## config.mk

```make
export PLATFORM = sky130hd
export DESIGN_NAME = mem_controller_flat
export DESIGN_NICKNAME = d
export VERILOG_FILES = /design/src/rtl/sys_defs.sv /design/src/rtl/mem_controller_if.sv /design/src/rtl/mem_tag_table.sv /design/src/rtl/mem_controller.sv /design/src/flat_wrapper.sv
export SDC_FILE = /design/constraint.sdc
export NUM_CORES = 1
export LEC_CHECK = 0
export ABC_AREA = 1
export BUFFER_PORTS_ARGS = -buffer_cell sky130_fd_sc_hd__buf_2
export CORE_AREA = 2 2 176 178
export CTS_CLUSTER_SIZE = 8
export DETAILED_ROUTE_END_ITERATION = 10
export DIE_AREA = 0 0 178 180
export SLEW_MARGIN = 20
export SYNTH_ARGS = -nofsm -noshare
export SYNTH_HDL_FRONTEND = slang
export SYNTH_SLANG_ARGS = --single-unit
```

## constraint.sdc

```tcl
create_clock -name clock -period 3.1 [get_ports clock]
set_input_delay 0.155 -clock clock [delete_from_list [all_inputs] [get_ports clock]]
set_output_delay 0.155 -clock clock [all_outputs]
set_load 0.1 [all_outputs]
```

## src/rtl/sys_defs.sv

```systemverilog
// Shared system definitions: bus command encoding, address width and
// memory-tag ownership types used by the memory arbiter.
package sys_defs;

  localparam int XLEN     = 32;
  localparam int MEM_TAGS = 15;

  typedef enum logic [1:0] {
    BUS_NONE  = 2'h0,
    BUS_LOAD  = 2'h1,
    BUS_STORE = 2'h2
  } BUS_COMMAND;

  typedef enum logic {
    OWNER_I = 1'b0,
    OWNER_D = 1'b1
  } MEM_OWNER;

endpackage

```

## src/rtl/mem_controller_if.sv

```systemverilog
// Cache-side and memory-side signal bundle of the memory arbiter.
// master = the arbiter, slave = the caches and memory around it.
interface mem_controller_if;
  import sys_defs::*;

  BUS_COMMAND            proc2Imem_command;
  logic [XLEN-1:0]       proc2Imem_addr;
  BUS_COMMAND            proc2Dmem_command;
  logic [XLEN-1:0]       proc2Dmem_addr;
  logic [63:0]           proc2Dmem_data;
  logic [3:0]            mem2proc_response;
  logic [63:0]           mem2proc_data;
  logic [3:0]            mem2proc_tag;

  BUS_COMMAND            proc2mem_command;
  logic [XLEN-1:0]       proc2mem_addr;
  logic [63:0]           proc2mem_data;
  logic                  d_request;
  logic [3:0]            Imem2proc_response;
  logic [63:0]           Imem2proc_data;
  logic [3:0]            Imem2proc_tag;
  logic [3:0]            Dmem2proc_response;
  logic [63:0]           Dmem2proc_data;
  logic [3:0]            Dmem2proc_tag;
  logic [3:0]            i_outstanding;
  logic [3:0]            d_outstanding;
  logic                  tag_err;

  modport master (
    input  proc2Imem_command, proc2Imem_addr,
    input  proc2Dmem_command, proc2Dmem_addr, proc2Dmem_data,
    input  mem2proc_response, mem2proc_data, mem2proc_tag,
    output proc2mem_command, proc2mem_addr, proc2mem_data, d_request,
    output Imem2proc_response, Imem2proc_data, Imem2proc_tag,
    output Dmem2proc_response, Dmem2proc_data, Dmem2proc_tag,
    output i_outstanding, d_outstanding, tag_err
  );

  modport slave (
    output proc2Imem_command, proc2Imem_addr,
    output proc2Dmem_command, proc2Dmem_addr, proc2Dmem_data,
    output mem2proc_response, mem2proc_data, mem2proc_tag,
    input  proc2mem_command, proc2mem_addr, proc2mem_data, d_request,
    input  Imem2proc_response, Imem2proc_data, Imem2proc_tag,
    input  Dmem2proc_response, Dmem2proc_data, Dmem2proc_tag,
    input  i_outstanding, d_outstanding, tag_err
  );

endinterface

```

## src/rtl/mem_tag_table.sv

```systemverilog
// Tag-owner table: remembers which cache issued each accepted load so the
// returning beat can be steered back, and counts loads in flight per owner.
module mem_tag_table
  import sys_defs::*;
(
  input  logic       clock,
  input  logic       reset,
  input  logic       alloc_en,
  input  logic [3:0] alloc_tag,
  input  MEM_OWNER   alloc_owner,
  input  logic [3:0] ret_tag,
  output logic       ret_hit,
  output MEM_OWNER   ret_owner,
  output logic [3:0] i_outstanding,
  output logic [3:0] d_outstanding,
  output logic       tag_err
);

  logic [MEM_TAGS:0] valid_vec;
  logic [MEM_TAGS:0] owner_d_vec;
  logic [3:0]        i_cnt_reg;
  logic [3:0]        d_cnt_reg;
  logic              tag_err_reg;
  logic              i_inc, i_dec, d_inc, d_dec;

  // Tag 0 means "no tag" and never holds an entry.
  assign valid_vec[0]   = 1'b0;
  assign owner_d_vec[0] = 1'b0;

  generate
    for (genvar gi = 1; gi <= MEM_TAGS; gi++) begin : g_entry
      logic     valid_reg;
      MEM_OWNER owner_reg;
      logic     alloc_here;

      assign alloc_here = alloc_en && (alloc_tag == 4'(gi));

      // Allocation wins over a same-cycle return: the return has already
      // been steered with the old owner, so the entry simply stays valid.
      always_ff @(posedge clock or negedge reset) begin
        if (!reset) begin
          valid_reg <= 1'b0;
          owner_reg <= OWNER_I;
        end else if (alloc_here) begin
          valid_reg <= 1'b1;
          owner_reg <= alloc_owner;
        end else if (ret_hit && (ret_tag == 4'(gi))) begin
          valid_reg <= 1'b0;
        end
      end

      assign valid_vec[gi]   = valid_reg;
      assign owner_d_vec[gi] = (owner_reg == OWNER_D);
    end
  endgenerate

  assign ret_hit   = (ret_tag != 4'd0) && valid_vec[ret_tag];
  assign ret_owner = owner_d_vec[ret_tag] ? OWNER_D : OWNER_I;

  assign i_inc = alloc_en && (alloc_owner == OWNER_I);
  assign d_inc = alloc_en && (alloc_owner == OWNER_D);
  assign i_dec = ret_hit && (ret_owner == OWNER_I);
  assign d_dec = ret_hit && (ret_owner == OWNER_D);

  always_ff @(posedge clock or negedge reset) begin
    if (!reset) begin
      i_cnt_reg   <= 4'd0;
      d_cnt_reg   <= 4'd0;
      tag_err_reg <= 1'b0;
    end else begin
      if (i_inc && !i_dec)      i_cnt_reg <= i_cnt_reg + 4'd1;
      else if (i_dec && !i_inc) i_cnt_reg <= i_cnt_reg - 4'd1;
      if (d_inc && !d_dec)      d_cnt_reg <= d_cnt_reg + 4'd1;
      else if (d_dec && !d_inc) d_cnt_reg <= d_cnt_reg - 4'd1;
      if ((ret_tag != 4'd0) && !ret_hit) tag_err_reg <= 1'b1;
    end
  end

  assign i_outstanding = i_cnt_reg;
  assign d_outstanding = d_cnt_reg;
  assign tag_err       = tag_err_reg;

endmodule

```

## src/rtl/mem_controller.sv

```systemverilog
// Arbitrates the single memory port between icache and dcache. The dcache
// normally wins; a starvation counter forces an icache grant periodically.
module mem_controller
  import sys_defs::*;
#(
  parameter int STARVE_LIMIT = 8
) (
  input  logic             clock,
  input  logic             reset,
  mem_controller_if.master bus
);

  localparam int STARVE_W = $clog2(STARVE_LIMIT + 1);

  logic [STARVE_W-1:0] starve_reg;
  logic                force_i;
  logic                d_grant;
  logic                i_grant;
  logic                alloc_en;
  MEM_OWNER            alloc_owner;
  logic                ret_hit;
  MEM_OWNER            ret_owner;

  assign force_i = (starve_reg == STARVE_W'(STARVE_LIMIT));
  // Grants are gated by reset so the memory sees BUS_NONE while held in reset.
  assign d_grant = reset && (bus.proc2Dmem_command != BUS_NONE) && !force_i;
  assign i_grant = reset && !d_grant && (bus.proc2Imem_command == BUS_LOAD);

  always_comb begin
    bus.proc2mem_command = BUS_NONE;
    bus.proc2mem_addr    = '0;
    bus.proc2mem_data    = 64'd0;
    if (d_grant) begin
      bus.proc2mem_command = bus.proc2Dmem_command;
      bus.proc2mem_addr    = bus.proc2Dmem_addr;
      bus.proc2mem_data    = bus.proc2Dmem_data;
    end else if (i_grant) begin
      bus.proc2mem_command = BUS_LOAD;
      bus.proc2mem_addr    = bus.proc2Imem_addr;
    end
  end

  assign bus.d_request          = d_grant;
  assign bus.Imem2proc_response = bus.mem2proc_response;
  assign bus.Dmem2proc_response = d_grant ? bus.mem2proc_response : 4'd0;
  assign bus.Imem2proc_data     = bus.mem2proc_data;
  assign bus.Dmem2proc_data     = bus.mem2proc_data;
  assign bus.Imem2proc_tag      = (ret_hit && ret_owner == OWNER_I) ? bus.mem2proc_tag : 4'd0;
  assign bus.Dmem2proc_tag      = (ret_hit && ret_owner == OWNER_D) ? bus.mem2proc_tag : 4'd0;

  assign alloc_en    = (i_grant || (d_grant && bus.proc2Dmem_command == BUS_LOAD))
                       && (bus.mem2proc_response != 4'd0);
  assign alloc_owner = d_grant ? OWNER_D : OWNER_I;

  // d_grant is low whenever force_i is high, so the counter saturates at the limit.
  always_ff @(posedge clock or negedge reset) begin
    if (!reset) begin
      starve_reg <= '0;
    end else if (i_grant || bus.proc2Imem_command == BUS_NONE) begin
      starve_reg <= '0;
    end else if (bus.proc2Imem_command == BUS_LOAD && d_grant) begin
      starve_reg <= starve_reg + STARVE_W'(1);
    end
  end

  mem_tag_table u_tag_table (
    .clock         (clock),
    .reset         (reset),
    .alloc_en      (alloc_en),
    .alloc_tag     (bus.mem2proc_response),
    .alloc_owner   (alloc_owner),
    .ret_tag       (bus.mem2proc_tag),
    .ret_hit       (ret_hit),
    .ret_owner     (ret_owner),
    .i_outstanding (bus.i_outstanding),
    .d_outstanding (bus.d_outstanding),
    .tag_err       (bus.tag_err)
  );

endmodule

```

## src/flat_wrapper.sv

```systemverilog
// flat-port wrapper written by rule: the top's interface ports become plain ports
module mem_controller_flat import sys_defs::*;
#(
  parameter int STARVE_LIMIT = 8
)
  (clock, reset, bus_proc2Imem_command, bus_proc2Imem_addr, bus_proc2Dmem_command, bus_proc2Dmem_addr, bus_proc2Dmem_data, bus_mem2proc_response, bus_mem2proc_data, bus_mem2proc_tag, bus_proc2mem_command, bus_proc2mem_addr, bus_proc2mem_data, bus_d_request, bus_Imem2proc_response, bus_Imem2proc_data, bus_Imem2proc_tag, bus_Dmem2proc_response, bus_Dmem2proc_data, bus_Dmem2proc_tag, bus_i_outstanding, bus_d_outstanding, bus_tag_err);
  mem_controller_if bus_i ();
  input  logic clock;
  input  logic reset;
  input wire logic [$bits(bus_i.proc2Imem_command)-1:0] bus_proc2Imem_command;
  input wire logic [$bits(bus_i.proc2Imem_addr)-1:0] bus_proc2Imem_addr;
  input wire logic [$bits(bus_i.proc2Dmem_command)-1:0] bus_proc2Dmem_command;
  input wire logic [$bits(bus_i.proc2Dmem_addr)-1:0] bus_proc2Dmem_addr;
  input wire logic [$bits(bus_i.proc2Dmem_data)-1:0] bus_proc2Dmem_data;
  input wire logic [$bits(bus_i.mem2proc_response)-1:0] bus_mem2proc_response;
  input wire logic [$bits(bus_i.mem2proc_data)-1:0] bus_mem2proc_data;
  input wire logic [$bits(bus_i.mem2proc_tag)-1:0] bus_mem2proc_tag;
  output wire logic [$bits(bus_i.proc2mem_command)-1:0] bus_proc2mem_command;
  output wire logic [$bits(bus_i.proc2mem_addr)-1:0] bus_proc2mem_addr;
  output wire logic [$bits(bus_i.proc2mem_data)-1:0] bus_proc2mem_data;
  output wire logic [$bits(bus_i.d_request)-1:0] bus_d_request;
  output wire logic [$bits(bus_i.Imem2proc_response)-1:0] bus_Imem2proc_response;
  output wire logic [$bits(bus_i.Imem2proc_data)-1:0] bus_Imem2proc_data;
  output wire logic [$bits(bus_i.Imem2proc_tag)-1:0] bus_Imem2proc_tag;
  output wire logic [$bits(bus_i.Dmem2proc_response)-1:0] bus_Dmem2proc_response;
  output wire logic [$bits(bus_i.Dmem2proc_data)-1:0] bus_Dmem2proc_data;
  output wire logic [$bits(bus_i.Dmem2proc_tag)-1:0] bus_Dmem2proc_tag;
  output wire logic [$bits(bus_i.i_outstanding)-1:0] bus_i_outstanding;
  output wire logic [$bits(bus_i.d_outstanding)-1:0] bus_d_outstanding;
  output wire logic [$bits(bus_i.tag_err)-1:0] bus_tag_err;
  assign bus_i.proc2Imem_command = bus_proc2Imem_command;
  assign bus_i.proc2Imem_addr = bus_proc2Imem_addr;
  assign bus_i.proc2Dmem_command = bus_proc2Dmem_command;
  assign bus_i.proc2Dmem_addr = bus_proc2Dmem_addr;
  assign bus_i.proc2Dmem_data = bus_proc2Dmem_data;
  assign bus_i.mem2proc_response = bus_mem2proc_response;
  assign bus_i.mem2proc_data = bus_mem2proc_data;
  assign bus_i.mem2proc_tag = bus_mem2proc_tag;
  assign bus_proc2mem_command = bus_i.proc2mem_command;
  assign bus_proc2mem_addr = bus_i.proc2mem_addr;
  assign bus_proc2mem_data = bus_i.proc2mem_data;
  assign bus_d_request = bus_i.d_request;
  assign bus_Imem2proc_response = bus_i.Imem2proc_response;
  assign bus_Imem2proc_data = bus_i.Imem2proc_data;
  assign bus_Imem2proc_tag = bus_i.Imem2proc_tag;
  assign bus_Dmem2proc_response = bus_i.Dmem2proc_response;
  assign bus_Dmem2proc_data = bus_i.Dmem2proc_data;
  assign bus_Dmem2proc_tag = bus_i.Dmem2proc_tag;
  assign bus_i_outstanding = bus_i.i_outstanding;
  assign bus_d_outstanding = bus_i.d_outstanding;
  assign bus_tag_err = bus_i.tag_err;
  mem_controller #(.STARVE_LIMIT(STARVE_LIMIT)) u_core (.clock(clock), .reset(reset), .bus(bus_i));
endmodule
```

==> flow_metrics.env <==
export IMPL_status="completed"
export IMPL_portBuffers=265
export IMPL_period_needed_ps=2780
export IMPL_ys_ff_latch=43
export IMPL_timing_final_ws_setup_ps=323
export IMPL_grt_usage_pct=10.2
export IMPL_critical_path_buf_inv_count=5
export IMPL_synth_cells=724
export IMPL_synth_area_um2=4540
export IMPL_grt_max_degree=59
export IMPL_pre_cts_slack_ps=452
export IMPL_routedWlPerCell_um=13.6
export IMPL_cp_max_fo=33
export IMPL_cts_root_buf="clkbuf_16"
export IMPL_route_detailed_drc=0
export IMPL_ys_seq_area_share_pct=23.7
export IMPL_cts_made_buffers=5
export IMPL_slew_headroom_pct=59.9
export IMPL_core_area_um2=30200
export IMPL_cpLargestDelayFamily="buffers and inverters"
export IMPL_grt_ovfl_total=0
export IMPL_antenna_found_initial=2
export IMPL_synth_edf_count=0
export IMPL_finClkSkew_ps=5.29
export IMPL_rows=64
export IMPL_route_vias_total=4546
export IMPL_synth_net_count=940
export IMPL_ir_drop_v=0.000351
export IMPL_cts_setup_buffers=0
export IMPL_vias_per_cell=3.65
export IMPL_die_x_um=178
export IMPL_grt_first_pass_wirelength_um=25500
export IMPL_crit_path_end_kind="output pin"
export IMPL_cp_arrival_ps=2620
export IMPL_gp_congestion=0.846
export IMPL_htreeDepth=2
export IMPL_area_delta_synth_final_pct=54.3
export IMPL_fin_crit_sh_pct=89.6
export IMPL_first_pass_iters=5
export IMPL_clk_path_buf_depth=2
export IMPL_clock_latency_ps=280
export IMPL_rsz0062_at_grt="no"
export IMPL_power_density_nw_per_um2=516
export IMPL_slowest_delay_ps=450
export IMPL_startpoint_type="register"
export IMPL_hpwl_um=14600
export IMPL_drt_total_wl_um=16900
export IMPL_worstPathCellList="inv_1, ha_1, nand3b_1, nand2_2, buf_4, inv_1, buf_12, nand2_1, o21ai_0, buf_12"
export IMPL_cts_tree="built"
export IMPL_slowest_stage="inv_1"
export IMPL_finalMaxSlewViolations=0
export IMPL_die_h_um=180
export IMPL_cp_data_required_time_ps=2940
export IMPL_finalHoldViolCount=0
export IMPL_syn_area_per_cell_um2=6.27
export IMPL_worst_pin_slew_ps=602
export IMPL_cap_violations=0
export IMPL_synth_ff_type="dfrtp_1"
export IMPL_async_flop_share_pct=100
export IMPL_drt_initial_drc_count=153
export IMPL_nNetsFinal=1062
export IMPL_min_path_type="in2async"
export IMPL_max_freq_mhz=360
export IMPL_hold_worst_slack_ps=78.9
export IMPL_die_area_um2=32000
export IMPL_cts_clk_slew_worst_paths_ps=60
export IMPL_ctsHoldBuffers=0
export IMPL_num_io_pins=458
export IMPL_clock_sinks=43
export IMPL_synth_cell_type_count=26
export IMPL_cts_resized=0
export IMPL_ant_nets=0
export IMPL_critPathKind="reg2out"
export IMPL_final_setup_viol_count=0
export IMPL_start_util_pct=15.0
export IMPL_tns_ps=0
export IMPL_yosys_warnings=0
export IMPL_drive_gt1_share_pct=34.5
export IMPL_leakage_nw=3.78
export IMPL_grt_pass1_vias=4460
-- metrics by stage --
step	std cells	util, %	total power [mW]	area [um^2]
2_1_floorplan	724	-	3.13	4540
3_3_place_gp	1235	22.6	3.00	6830
3_5_place_dp	1235	22.6	3.03	6830
4_1_cts	1243	23.2	3.65	7000
5_1_grt	1243	23.2	3.81	7000
6_report	1245	23.2	3.61	7000
-- report_power, final --
group	internal, mW	total [mW]	switching (mW)
Combinational	0.626	2.17	1.55
Clock	0.383	0.608	0.225
Sequential	0.716	0.835	0.119
-- worst register-to-register path, cell delays in order (launching register included) --
cell and delay [ps]:
dfrtp_1 380, inv_1 100, ha_1 160, nand3b_1 120
nand2_2 120, nand3_4 70, nand2_2 240, nand2_1 80
nor2_1 110, ha_1 150, inv_1 90, ha_1 340
a21oi_1 150, nand2_1 70, a21oi_1 110, o21ai_0 110
xnor2_1 130
-- cell type report --
class | instances | area (um^2)
diodes | 2 | 5.00
inverters | 130 | 488
fillers | 3275 | 23200
well taps | 396 | 495
clock inverters | 3 | 46.3
multi-input cells | 394 | 1830
flip-flops and latches | 43 | 1080
clock buffers | 5 | 125
repair buffers | 272 | 2940
-- worst paths after layout --
path                                                startpoint  slack, ps                                 endpoint  cells after the start
min in group clock                    bus_proc2Imem_command[0]        200                     u_core.starve_reg[2]                      3
max in group asynchronous                                reset       2620  u_core.u_tag_table.g_entry[5].valid_reg                      2
setup / recovery                          u_core.starve_reg[0]        320                    bus_proc2mem_addr[27]                     10
hold / removal                                           reset         80      u_core.u_tag_table.d_outstanding[0]                      2
setup reg to reg                          u_core.starve_reg[0]        450      u_core.u_tag_table.d_outstanding[3]                     16
hold reg to reg            u_core.u_tag_table.d_outstanding[3]        470      u_core.u_tag_table.d_outstanding[3]                      1
-- synthesized netlist by cell type (3+ instances only) --
cell	n	area, um^2
nor2_1	100	375
clkbuf_1	5	18.8
dfrtp_1	43	1080
nand4_1	13	81.3
buf_6	3	33.8
nand2_1	157	589
inv_1	129	484
buf_2	10	50.1
xnor2_1	6	52.6
o21ai_0	54	270
buf_4	139	1040
nand3_1	30	150
nand2_2	5	31.3
a21oi_1	5	25.0
ha_1	8	100
-- routing by layer --
| layer | track usage [%] | wire (um) |
|---|---|---|
| met3 | 3.19 | 1490 |
| met4 | 2.95 | 413 |
| met2 | 16.0 | 7690 |
| met1 | 13.3 | 7260 |
| met5 | 1.08 | 44 |
-- kinds of logic after synthesis --
kind of cell	Yosys count	synth area share [%]
multiplexers	2	0.496
adder cells (fa/ha/maj)	10	3.09
XOR/XNOR	8	1.54
AO/OA/AOI/OAI	63	7.08
flip-flops	43	23.7
buffers and inverters	287	36.0
AND/OR/NAND/NOR	311	28.1
-- layout by cell type (no fill, tap or decap), drive strengths merged --
master / n
a21oi: 6
buf: 272
bufinv: 1
clkbuf: 5
clkinvlp: 1
dfrtp: 43
diode: 2
fa: 2
ha: 8
inv: 131
mux2: 2
nand2: 162
nand3: 31
nand3b: 1
nand4: 13
nor2: 102
nor3: 2
o21ai: 56
o21bai: 1
xnor2: 6
xor2: 2
Note: power is estimated with default switching activity, not from simulation.
